File: config.mk
export PLATFORM = sky130hd
export DESIGN_NAME = updown_cntr_seq
export DESIGN_NICKNAME = d
export VERILOG_FILES = /design/src/rtl/updown_cntr_pkg.sv /design/src/rtl/updown_cntr_seq.sv
export SDC_FILE = /design/constraint.sdc
export NUM_CORES = 1
export LEC_CHECK = 0
export CAP_MARGIN = 20
export CORE_MARGIN = 5
export CORE_UTILIZATION = 45
export CTS_CLUSTER_SIZE = 20
export DETAILED_ROUTE_END_ITERATION = 7
export GPL_ROUTABILITY_DRIVEN = 0
export PLACE_DENSITY = 0.78
export SYNTH_ARGS = -nofsm -noshare
export SYNTH_HDL_FRONTEND = slang
export SYNTH_SLANG_ARGS = --single-unit
export TNS_END_PERCENT = 5
File: constraint.sdc
create_clock -name clk -period 2.2 [get_ports clk]
set_input_delay 0.66 -clock clk [delete_from_list [all_inputs] [get_ports clk]]
set_output_delay 0.66 -clock clk [all_outputs]
set_load 0.1 [all_outputs]
File: src/rtl/updown_cntr_pkg.sv
// Shared encodings for the up/down counter sequencer: command opcodes and FSM states.
package updown_cntr_pkg;

   localparam logic [1:0] OP_LOAD = 2'b00;
   localparam logic [1:0] OP_UP   = 2'b01;
   localparam logic [1:0] OP_DOWN = 2'b10;
   localparam logic [1:0] OP_GOTO = 2'b11;

   typedef enum logic [1:0] {
      S_IDLE = 2'b00,
      S_LOAD = 2'b01,
      S_RUN  = 2'b10,
      S_DONE = 2'b11
   } state_e;

endpackage

File: src/rtl/updown_cntr_seq.sv
// Command sequencer for a WIDTH-bit up/down counter (LOAD / UP n / DOWN n / GOTO target).
// Define UPDOWN_CNTR_SAT_EN to stop runs at the counter limits and flag them with sat.
module updown_cntr_seq
   import updown_cntr_pkg::*;
#(
   parameter int WIDTH = 4
) (
   input  logic             clk,
   input  logic             rst,
   input  logic             cmd_valid,
   output logic             cmd_ready,
   input  logic [1:0]       cmd_op,
   input  logic [WIDTH-1:0] cmd_arg,
   input  logic             abort,
   input  logic [WIDTH-1:0] cnt_val,
   output logic             cnt_ld,
   output logic [WIDTH-1:0] cnt_ld_val,
   output logic             cnt_en,
   output logic             cnt_up,
   output logic             busy,
   output logic             done,
   output logic             sat
);

   localparam logic [WIDTH-1:0] CNT_MAX = '1;

   state_e           state_q, state_d;
   logic [WIDTH-1:0] rem_q, rem_d;
   logic [WIDTH-1:0] ld_val_q, ld_val_d;
   logic             dir_q, dir_d;
   logic             sat_q, sat_d;
   logic             accept;
   logic             in_run;
   logic             at_limit;

   assign cmd_ready = (state_q == S_IDLE) && !rst;
   assign accept    = cmd_valid && cmd_ready;
   assign in_run    = (state_q == S_RUN);

`ifdef UPDOWN_CNTR_SAT_EN
   assign at_limit = dir_q ? (cnt_val == CNT_MAX) : (cnt_val == '0);
`else
   assign at_limit = 1'b0;
`endif

   // A reset cycle must never move the counter, even mid-run.
   assign cnt_en     = in_run && (rem_q != '0) && !abort && !at_limit && !rst;
   assign cnt_up     = in_run && dir_q;
   assign cnt_ld     = (state_q == S_LOAD) && !rst;
   assign cnt_ld_val = ld_val_q;
   assign busy       = (state_q != S_IDLE);
   assign done       = (state_q == S_DONE);
   assign sat        = done && sat_q;

   always_comb begin
      // NOTE: every target gets a default first so no path leaves a latch behind.
      state_d  = state_q;
      rem_d    = rem_q;
      ld_val_d = ld_val_q;
      dir_d    = dir_q;
      sat_d    = sat_q;
      case (state_q)
         S_IDLE: begin
            if (accept) begin
               case (cmd_op)
                  OP_LOAD: begin
                     state_d  = S_LOAD;
                     ld_val_d = cmd_arg;
                  end
                  OP_UP: begin
                     state_d = S_RUN;
                     rem_d   = cmd_arg;
                     dir_d   = 1'b1;
                  end
                  OP_DOWN: begin
                     state_d = S_RUN;
                     rem_d   = cmd_arg;
                     dir_d   = 1'b0;
                  end
                  default: begin
                     state_d = S_RUN;
                     dir_d   = (cmd_arg >= cnt_val);
                     rem_d   = (cmd_arg >= cnt_val) ? (cmd_arg - cnt_val) : (cnt_val - cmd_arg);
                  end
               endcase
            end
         end
         S_LOAD: state_d = S_DONE;
         S_RUN: begin
            // Completion takes priority over abort and limit so a finished run never reports sat.
            if (rem_q == '0) begin
               state_d = S_DONE;
            end else if (abort) begin
               state_d = S_DONE;
               rem_d   = '0;
            end else if (at_limit) begin
               state_d = S_DONE;
               rem_d   = '0;
               sat_d   = 1'b1;
            end else begin
               rem_d = rem_q - WIDTH'(1);
            end
         end
         S_DONE: begin
            state_d = S_IDLE;
            sat_d   = 1'b0;
         end
         default: state_d = S_IDLE;
      endcase
   end

   always_ff @(posedge clk) begin
      // NOTE: state registers use non-blocking assignment so all flops update from pre-edge values.
      if (rst) begin
         state_q  <= S_IDLE;
         rem_q    <= '0;
         ld_val_q <= '0;
         dir_q    <= 1'b0;
         sat_q    <= 1'b0;
      end else begin
         state_q  <= state_d;
         rem_q    <= rem_d;
         ld_val_q <= ld_val_d;
         dir_q    <= dir_d;
         sat_q    <= sat_d;
      end
   end

endmodule

==> flow_metrics.py, run 1 <==
metrics = {
    "logic_synthesis": {
        "syn_area_um2": 1120,
        "yosys_warnings": 0,
        "synth-adder-area-share": 0.215,
        "synth_top_family_by_area": "simple AND/OR/NAND/NOR gates",
        "synth_compound_area_frac": 0.211,
        "synth_edf_count": 0,
        "synth.avg_cell_area_um2": 8.11,
        "ys_seq_elements": 11,
        "syn-num-nets": 170,
        "synth.area.mux_share": 0.0358,
        "ys_seq_area_frac": 0.197,
        "synth-simple-area-share": 0.255,
        "synthCells": 138,
        "synth_xor_area_frac": 0,
        "synth_flop_cell": "dfxtp_1",
        "ys_types": 39,
        "synthArstFlopShare": 0,
    },
    "cts": {
        "clkSlewWorstSetupHoldPaths_ns": 0.07,
        "cts_tree": "built",
        "cts_buffers": 3,
        "cts_root_buf": "clkbuf_4",
        "cts_sinks": 11,
        "insertion_delay_ns": 0.27,
        "htreeDepth": 1,
        "clockBufferDepth": 2,
    },
    "timing": {
        "hold_violations": 0,
        "clock.fmax_mhz": 460,
        "timing.final.crit_share": 0.989,
        "setup_viol": 0,
        "drv_slew": 0,
        "rsz0062_at_grt": "true",
        "tns_ns": 0,
        "min_period_ns": 2.18,
        "worst_clock_skew_ns": 0.00154,
    },
    "global_routing": {
        "grt_util_met2": 0.356,
        "overflow": 0,
        "top_usage_layer": "met2",
        "grt_pass1_vias": 1227,
        "grtUsageMet1": 0.250,
        "grt_max_degree": 9,
        "antenna_found_initial": 0,
        "met3_usage": 0.0367,
        "grt_pass1_wl_mm": 5.58,
        "grtUsageTotal": 0.204,
    },
    "floorplan": {
        "io_pins": 25,
        "die-area_um2": 3590,
        "fp.coreArea_um2": 2430,
        "die_y_um": 59.9,
        "initial_utilization": 0.460,
        "dieWidth_um": 59.9,
        "placementRows": 18,
    },
    "setup_path": {
        "crit_path_start": "cmd_arg[0]",
        "cp-start-kind": "primary input",
        "crit_type": "primary input to flop",
        "arrival_ns": 2.39,
        "reg2reg_from": "rem_q[1]$_SDFFE_PP0P_",
        "worst_ep_required_time_ns": 2.41,
        "end_kind": "flop",
        "critPathMaxFanout": 2,
    },
    "power": {
        "pwr_density_cell_nw_per_um2": 823,
        "irDropWorstVdd_v": 0.000716,
        "total_power_uw": 1500,
        "p_leak_uw": 0.000894,
    },
    "finish": {
        "drive_above_1_share": 0.386,
        "layout_commonest_cell": "buf_4",
        "n_antenna_cell": 0,
        "multi_input_area_um2": 922,
        "regArea_um2": 221,
        "final_cell_mix": "buf_4 (38), nor2_1 (15), inv_1 (13)",
        "nFillCells": 166,
        "syn_to_final_growth_pct": 63.1,
        "nNetsFinal": 230,
    },
    "detailed_routing": {
        "drt-initial-drc-count": 71,
        "dr_total_vias": 1266,
        "wl_per_cell_um": 16.0,
        "routed_wl_mm": 3.62,
        "detail-route-antenna-nets": 0,
        "drc": 0,
        "viasPerCell": 5.58,
        "firstDrtPassIters": 4,
    },
    "flow_run": {
        "maxCapViolCount": 0,
    },
    "run_status": {
        "status": "completed",
    },
    "min_path": {
        "hp-start": "cnt_ld_val[2]$_SDFFE_PP0P_",
        "hp-class": "flop to flop",
    },
    "place": {
        "numPortBuffers": 23,
        "hpwl_mm": 2.60,
    },
}
==> cells in the mapped netlist (3+ instances only) <==
library cell / count / area (µm²)
dfxtp_1: 11 / 220
nor2_1: 17 / 63.8
nand2_1: 9 / 33.8
o21ai_0: 8 / 40.0
ha_1: 16 / 200
mux2i_1: 4 / 40.0
inv_1: 17 / 63.8
nor2b_1: 3 / 18.8
nand2b_1: 3 / 18.8
a21oi_1: 9 / 45.0
nand3_1: 3 / 15.0
nor3_1: 5 / 25.0
==> where the power goes <==
group          switching (µW)  leakage [µW]  internal [µW]  total (µW)
Combinational             629      0.000786            431        1060
Clock                    74.2     0.0000177           67.5         142
Sequential               55.1     0.0000903            246         301
==> sequential cells by signal, summed over array words and instances, names as in the netlist <==
signal / cells
cnt_ld_val: 4
dir_q: 1
state_q: 2
rem_q: 4
==> cell type report <==
type	instances	share of cell area
Clock inverter	1	0.00274
Clock buffer	3	0.0123
Tap cell	30	0.0205
Timing Repair Buffer	59	0.303
Sequential cell	11	0.121
Multi-Input combinational cell	106	0.505
Inverter	17	0.0349
==> cells by family after synthesis <==
kind of cell	after synthesis
muxes	4
other	1
buffers and inverters	21
adders and majority gates	18
and+or+nand+nor	51
DFF	11
AOI/OAI and AO/OA	32
==> layer usage <==
| layer | vias up | wire length, µm |
|---|---|---|
| li1 | 601 | - |
| met4 | 0 | 164 |
| met2 | 47 | 1910 |
| met1 | 601 | 1390 |
| met5 | - | 0 |
| met3 | 17 | 150 |
==> worst max-delay path: stages <==
cell	delay (ns)
clkbuf_2	0.10
inv_2	0.05
ha_4	0.16
fa_2	0.39
a21bo_4	0.20
a31oi_4	0.08
o211a_1	0.13
or4b_1	0.52
nand4_1	0.10
==> what timing repair did <==
item | 4_1_cts | 5_1_grt
buffers inserted | 2 | 2
setup endpoints to repair | 7 | 5
pin swaps | 4 | 7
hold buffers | 0 | 0
resized for setup | 22 | 16
==> path summary, 6_finish.rpt <==
kind / end / slack [ns] / depth (start not counted)
setup / recovery: rem_q[3]$_SDFFE_PP0P_ / 0.02 / 9
hold / removal: cnt_ld_val[2]$_SDFFE_PP0P_ / 0.50 / 2
setup reg to reg: state_q[0]$_SDFFE_PP0P_ / 0.46 / 8
hold reg to reg: cnt_ld_val[2]$_SDFFE_PP0P_ / 0.50 / 2
==> per-stage QoR <==
step | hold slack, ns | cell area [µm²] | setup slack (ns) | utilization | instances
after global placement | 0.460 | 1660 | -0.618 | 0.683 | 219
after CTS | 0.505 | 1770 | -0.0885 | 0.726 | 225
after global routing | 0.518 | 1830 | -0.0221 | 0.751 | 227
after detailed placement | 0.482 | 1660 | -0.677 | 0.683 | 219
after floorplan | 0.449 | 1130 | -0.277 | - | 138
final | 0.497 | 1830 | 0.0248 | 0.751 | 227
Power figures use the tool's default switching activity.
==> run 2, diff against run 1 <==
--- a/config.mk
+++ b/config.mk
@@ -5,12 +5,14 @@
 export SDC_FILE = /design/constraint.sdc
 export NUM_CORES = 1
 export LEC_CHECK = 0
+export ABC_AREA = 0
 export CAP_MARGIN = 20
 export CORE_MARGIN = 5
 export CORE_UTILIZATION = 45
 export CTS_CLUSTER_SIZE = 20
 export DETAILED_ROUTE_END_ITERATION = 7
 export GPL_ROUTABILITY_DRIVEN = 0
+export MAX_ROUTING_LAYER = met4
 export PLACE_DENSITY = 0.78
 export SYNTH_ARGS = -nofsm -noshare
 export SYNTH_HDL_FRONTEND = slang
==> run 2 against run 1 <==
Against the previous run:
- core utilization stayed put
- maximum frequency is 0.14% higher
- worst hold slack hardly changed
- via count hardly changed
- sequential share of layout area stayed put
- wire length is 0.72% lower
- first-iteration DRC count is 35% higher
- largest power group unchanged
- highest routed layer unchanged
==> flow_metrics.py, run 2 (synthesized netlist as in run 1, its figures left out) <==
metrics = {
    "run_status": {
        "status": "completed",
    },
    "global_routing": {
        "grt_max_degree": 9,
        "grt_pass1_wl_mm": 5.60,
        "grtUsageTotal": 0.211,
        "antenna_found_initial": 0,
        "overflow": 0,
        "grt_pass1_vias": 1224,
    },
    "detailed_routing": {
        "routed_wl_mm": 3.60,
        "drc": 0,
        "firstDrtPassIters": 4,
        "dr_total_vias": 1267,
        "highest_layer": "met4",
        "viasPerCell": 5.58,
        "wl_met2_mm": 1.91,
        "drt-met1-wl_mm": 1.38,
        "route.met3.wl_um": 138,
        "detail-route-antenna-nets": 0,
        "wl_per_cell_um": 15.8,
        "drt-initial-drc-count": 96,
    },
    "timing": {
        "drv_slew": 0,
        "clock.fmax_mhz": 460,
        "hold_violations": 0,
        "worst_clock_skew_ns": 0.000861,
        "setup_viol": 0,
        "setup_slack_ns": 0.0278,
        "min_period_ns": 2.17,
        "timing.final.crit_share": 0.987,
        "rsz0062_at_grt": "true",
        "tns_ns": 0,
    },
    "flow_run": {
        "maxCapViolCount": 0,
    },
    "setup_path": {
        "arrival_ns": 2.39,
        "end_kind": "flop",
        "cp_num_buf_inv": 2,
        "critPathTopFamily": "simple AND/OR/NAND/NOR gates",
        "critPathMaxStageDelay_ns": 0.52,
        "critPathMaxFanout": 2,
        "crit_type": "primary input to flop",
        "worst_ep_required_time_ns": 2.42,
        "worstPathCellList": "clkbuf_2, inv_2, ha_4, fa_2, a21bo_4, a31oi_4, o211a_1, or4b_1, nand4_1",
        "slowest_stage": "or4b_1",
        "cp-start-kind": "primary input",
    },
    "cts": {
        "cts_tree": "built",
        "cts_hold_repair.buffers": 0,
        "insertion_delay_ns": 0.28,
        "clkSlewWorstSetupHoldPaths_ns": 0.07,
        "cts_buffers": 3,
        "clockBufferDepth": 2,
        "htreeDepth": 1,
        "cts_root_buf": "clkbuf_4",
        "cts_sinks": 11,
    },
    "floorplan": {
        "die_y_um": 59.9,
        "initial_utilization": 0.460,
        "fp.coreArea_um2": 2430,
        "dieWidth_um": 59.9,
        "die-area_um2": 3590,
        "placementRows": 18,
        "io_pins": 25,
    },
    "place": {
        "place_ws_ns": -0.677,
        "numPortBuffers": 23,
        "hpwl_mm": 2.60,
        "dp.cells": 219,
    },
    "finish": {
        "final_util": 0.751,
        "drive_above_1_share": 0.386,
        "nNetsFinal": 230,
        "fin_cells": 227,
        "n_antenna_cell": 0,
        "syn_to_final_growth_pct": 63.1,
        "layout_commonest_cell": "buf_4",
        "final_cell_mix": "buf_4 (38), nor2_1 (15), inv_1 (13)",
    },
    "min_path": {
        "hp-class": "flop to flop",
    },
    "power": {
        "p_leak_uw": 0.000894,
        "pwr_density_cell_nw_per_um2": 822,
        "irDropWorstVdd_v": 0.000716,
    },
}
-- run 2: cell counts in the layout (fill, tap and decap cells not counted) --
Identical to the previous run, type by type.
-- run 2: worst paths after layout --
kind	slack [ns]	from	end	cells after the start
max	0.03	cmd_arg[0]	rem_q[3]$_SDFFE_PP0P_	9
min	0.50	cnt_ld_val[2]$_SDFFE_PP0P_	cnt_ld_val[2]$_SDFFE_PP0P_	2
max reg2reg	0.46	rem_q[1]$_SDFFE_PP0P_	state_q[0]$_SDFFE_PP0P_	8
min reg2reg	0.50	cnt_ld_val[2]$_SDFFE_PP0P_	cnt_ld_val[2]$_SDFFE_PP0P_	2
-- run 2: power breakdown --
group / switching, µW / internal [µW] / leakage (µW) / total (µW)
combinational: 627 / 431 / 0.000786 / 1060
sequential: 54.9 / 246 / 0.0000903 / 301
clock: 75.2 / 67.5 / 0.0000177 / 143
-- run 2: cell type report --
type	instances	area [µm²]
clock inverter	1	5.00
timing repair buffer	59	554
sequential	11	221
fill	166	606
multi-input combinational	106	922
clock buffer	3	22.5
inverter	17	63.8
tap	30	37.5
-- run 2: worst register-to-register path, cell delays in order (launching register included) --
cell and delay, ns:
dfxtp_1 0.35, inv_1 0.09, ha_1 0.18, nand2b_1 0.11, o21bai_4 0.16, buf_4 0.13, a21boi_1 0.28, nor2_1 0.07
a311oi_1 0.28
-- run 2: repair_timing --
| action | 4_1_cts | 5_1_grt |
|---|---|---|
| buffers inserted | 2 | 2 |
| endpoints found under the hold margin | 0 | 0 |
| pin swaps | 4 | 7 |
| gates resized for setup | 22 | 16 |
| endpoints found under the setup margin | 7 | 5 |
-- run 2: per-stage QoR --
stage,total power (µW),instance area (µm²),hold slack (ns)
final,1500,1830,0.497
after floorplan,930,1130,0.449
after detailed placement,1270,1660,0.482
after global placement,1230,1660,0.460
after global routing,1590,1830,0.518
after CTS,1470,1770,0.505
-- run 2: routing by layer --
metal	track usage	vias to the layer above
li1	-	600
met1	0.252	604
met2	0.356	46
met3	0.0367	17
met4	0.0665	0
met5	-	-
==> run 3, diff against run 2 <==
--- a/config.mk
+++ b/config.mk
@@ -8,12 +8,12 @@
 export ABC_AREA = 0
 export CAP_MARGIN = 20
 export CORE_MARGIN = 5
-export CORE_UTILIZATION = 45
+export CORE_UTILIZATION = 30
+export CTS_BUF_LIST = sky130_fd_sc_hd__clkbuf_4
 export CTS_CLUSTER_SIZE = 20
 export DETAILED_ROUTE_END_ITERATION = 7
 export GPL_ROUTABILITY_DRIVEN = 0
-export MAX_ROUTING_LAYER = met4
-export PLACE_DENSITY = 0.78
+export PLACE_DENSITY = 0.57
 export SYNTH_ARGS = -nofsm -noshare
 export SYNTH_HDL_FRONTEND = slang
 export SYNTH_SLANG_ARGS = --single-unit
==> run 3 against run 2 <==
Against the previous run:
- register-to-register slack worse by 0.03 ns
- worst setup slack worse by 0.012 ns
- via count down 5.4%
- clock-buffer cell count unchanged
- first-iteration DRC count down 58%
- global-route usage down 7.3 points
- final area up 1.7%
- critical path type unchanged
- critical endpoint unchanged
==> flow_metrics.py, run 3 (synthesized netlist as in run 1, its figures left out) <==
metrics = {
    "run_status": {
        "status": "completed",
    },
    "cts": {
        "insertion_delay_ns": 0.28,
        "clkSlewWorstSetupHoldPaths_ns": 0.08,
        "cts_tree": "built",
        "htreeDepth": 1,
        "clockBufferDepth": 2,
        "cts_sinks": 11,
        "cts_buffers": 3,
        "cts_root_buf": "clkbuf_4",
    },
    "power": {
        "p_switching_uw": 743,
        "p_clk_frac": 0.097,
        "swShare": 0.499,
        "irDropWorstVdd_v": 0.000320,
        "pwr_density_cell_nw_per_um2": 801,
        "p_int_uw": 745,
        "p_leak_uw": 0.000889,
        "pwr-share-seq": 0.204,
        "combPwrFrac": 0.700,
    },
    "timing": {
        "min_period_ns": 2.18,
        "tns_ns": 0,
        "rsz0062_at_grt": "true",
        "worst_clock_skew_ns": 0.00766,
        "setup_viol": 0,
        "timing.final.crit_share": 0.993,
        "drv_slew": 0,
        "clock.fmax_mhz": 458,
        "hold_violations": 0,
        "setup_slack_ns": 0.0159,
    },
    "detailed_routing": {
        "firstDrtPassIters": 4,
        "viasPerCell": 4.89,
        "routed_wl_mm": 3.30,
        "detail-route-antenna-nets": 0,
        "wl_per_cell_um": 13.5,
        "drt-initial-drc-count": 40,
        "dr_total_vias": 1198,
        "drc": 0,
    },
    "finish": {
        "regArea_um2": 226,
        "final_util": 0.511,
        "drive_above_1_share": 0.411,
        "n_antenna_cell": 0,
        "final_cell_mix": "buf_4 (38), nor2_1 (15), inv_1 (13)",
        "nNetsFinal": 230,
        "layout_commonest_cell": "buf_4",
        "final_cell_area_um2": 1860,
        "syn_to_final_growth_pct": 65.9,
        "nFillCells": 355,
        "multi_input_area_um2": 920,
    },
    "floorplan": {
        "placementRows": 22,
        "die-area_um2": 5050,
        "fp.coreArea_um2": 3630,
        "die_y_um": 71.1,
        "dieWidth_um": 71.1,
        "initial_utilization": 0.308,
        "io_pins": 25,
    },
    "setup_path": {
        "critPathMaxFanout": 2,
        "cp-start-kind": "primary input",
        "crit_type": "primary input to flop",
        "arrival_ns": 2.39,
        "end_kind": "flop",
        "worst_ep_required_time_ns": 2.41,
    },
    "global_routing": {
        "grtUsageTotal": 0.138,
        "overflow": 0,
        "grt_pass1_vias": 1272,
        "grt_pass1_wl_mm": 5.63,
        "grt_max_degree": 8,
        "antenna_found_initial": 0,
    },
    "min_path": {
        "hp-class": "flop to flop",
    },
    "place": {
        "place_ws_ns": -0.711,
        "placed_area_um2": 1680,
        "numPortBuffers": 23,
        "hpwl_mm": 2.64,
    },
    "flow_run": {
        "maxCapViolCount": 0,
    },
}
[run 3: final cells by class]
cell class | instances | share of cell area
Sequential cell | 11 | 0.122
Clock inverter | 1 | 0.00269
Tap cell | 48 | 0.0323
Multi-Input combinational cell | 106 | 0.495
Inverter | 17 | 0.0343
Timing Repair Buffer | 59 | 0.302
Clock buffer | 3 | 0.0121
[run 3: worst max-delay path, cell delays in order]
cell      delay [ns]
clkbuf_2        0.11
ha_4            0.17
fa_2            0.39
a21bo_4         0.20
a31oi_4         0.09
o211a_1         0.15
or4b_4          0.52
nand4_1         0.09
[run 3: per-stage QoR]
step	hold slack, ns	total power, µW	std cells
after floorplan	0.449	930	138
final	0.488	1490	245
after global routing	0.541	1600	245
after detailed placement	0.475	1280	236
after global placement	0.463	1240	236
after CTS	0.487	1470	242
[run 3: layer usage]
layer / wire length (µm) / GRT usage / share of wire / up-vias
met1: 1310 / 0.151 / 0.40 / 568
met2: 1800 / 0.252 / 0.55 / 25
met5: 0 / 0 / 0 / -
li1: - / - / - / 597
met3: 106 / 0.0355 / 0.032 / 8
met4: 78 / 0.0501 / 0.024 / 0
[run 3: power by group through the flow]
stage          clock network (µW)  registers [µW]  logic (µW)
3_3_place_gp                    0             290         950
2_1_floorplan                   0             318         613
4_1_cts                       150             295        1030
6_report                      144             303        1040
3_5_place_dp                    0             296         980
5_1_grt                       160             310        1130
[run 3: final timing paths]
kind	startpoint	to	slack [ns]	cells past startpoint
hold / removal	dir_q$_SDFFE_PP0P_	dir_q$_SDFFE_PP0P_	0.49	2
hold reg to reg	dir_q$_SDFFE_PP0P_	dir_q$_SDFFE_PP0P_	0.49	2
setup / recovery	cnt_val[0]	rem_q[3]$_SDFFE_PP0P_	0.02	8
setup reg to reg	state_q[0]$_SDFFE_PP0P_	rem_q[3]$_SDFFE_PP0P_	0.43	9
[run 3: timing repair]
action,4_1_cts,5_1_grt
gates resized for setup,27,20
pin swaps,7,7
buffers inserted,2,3
setup endpoints to repair,8,6
hold buffers,0,0
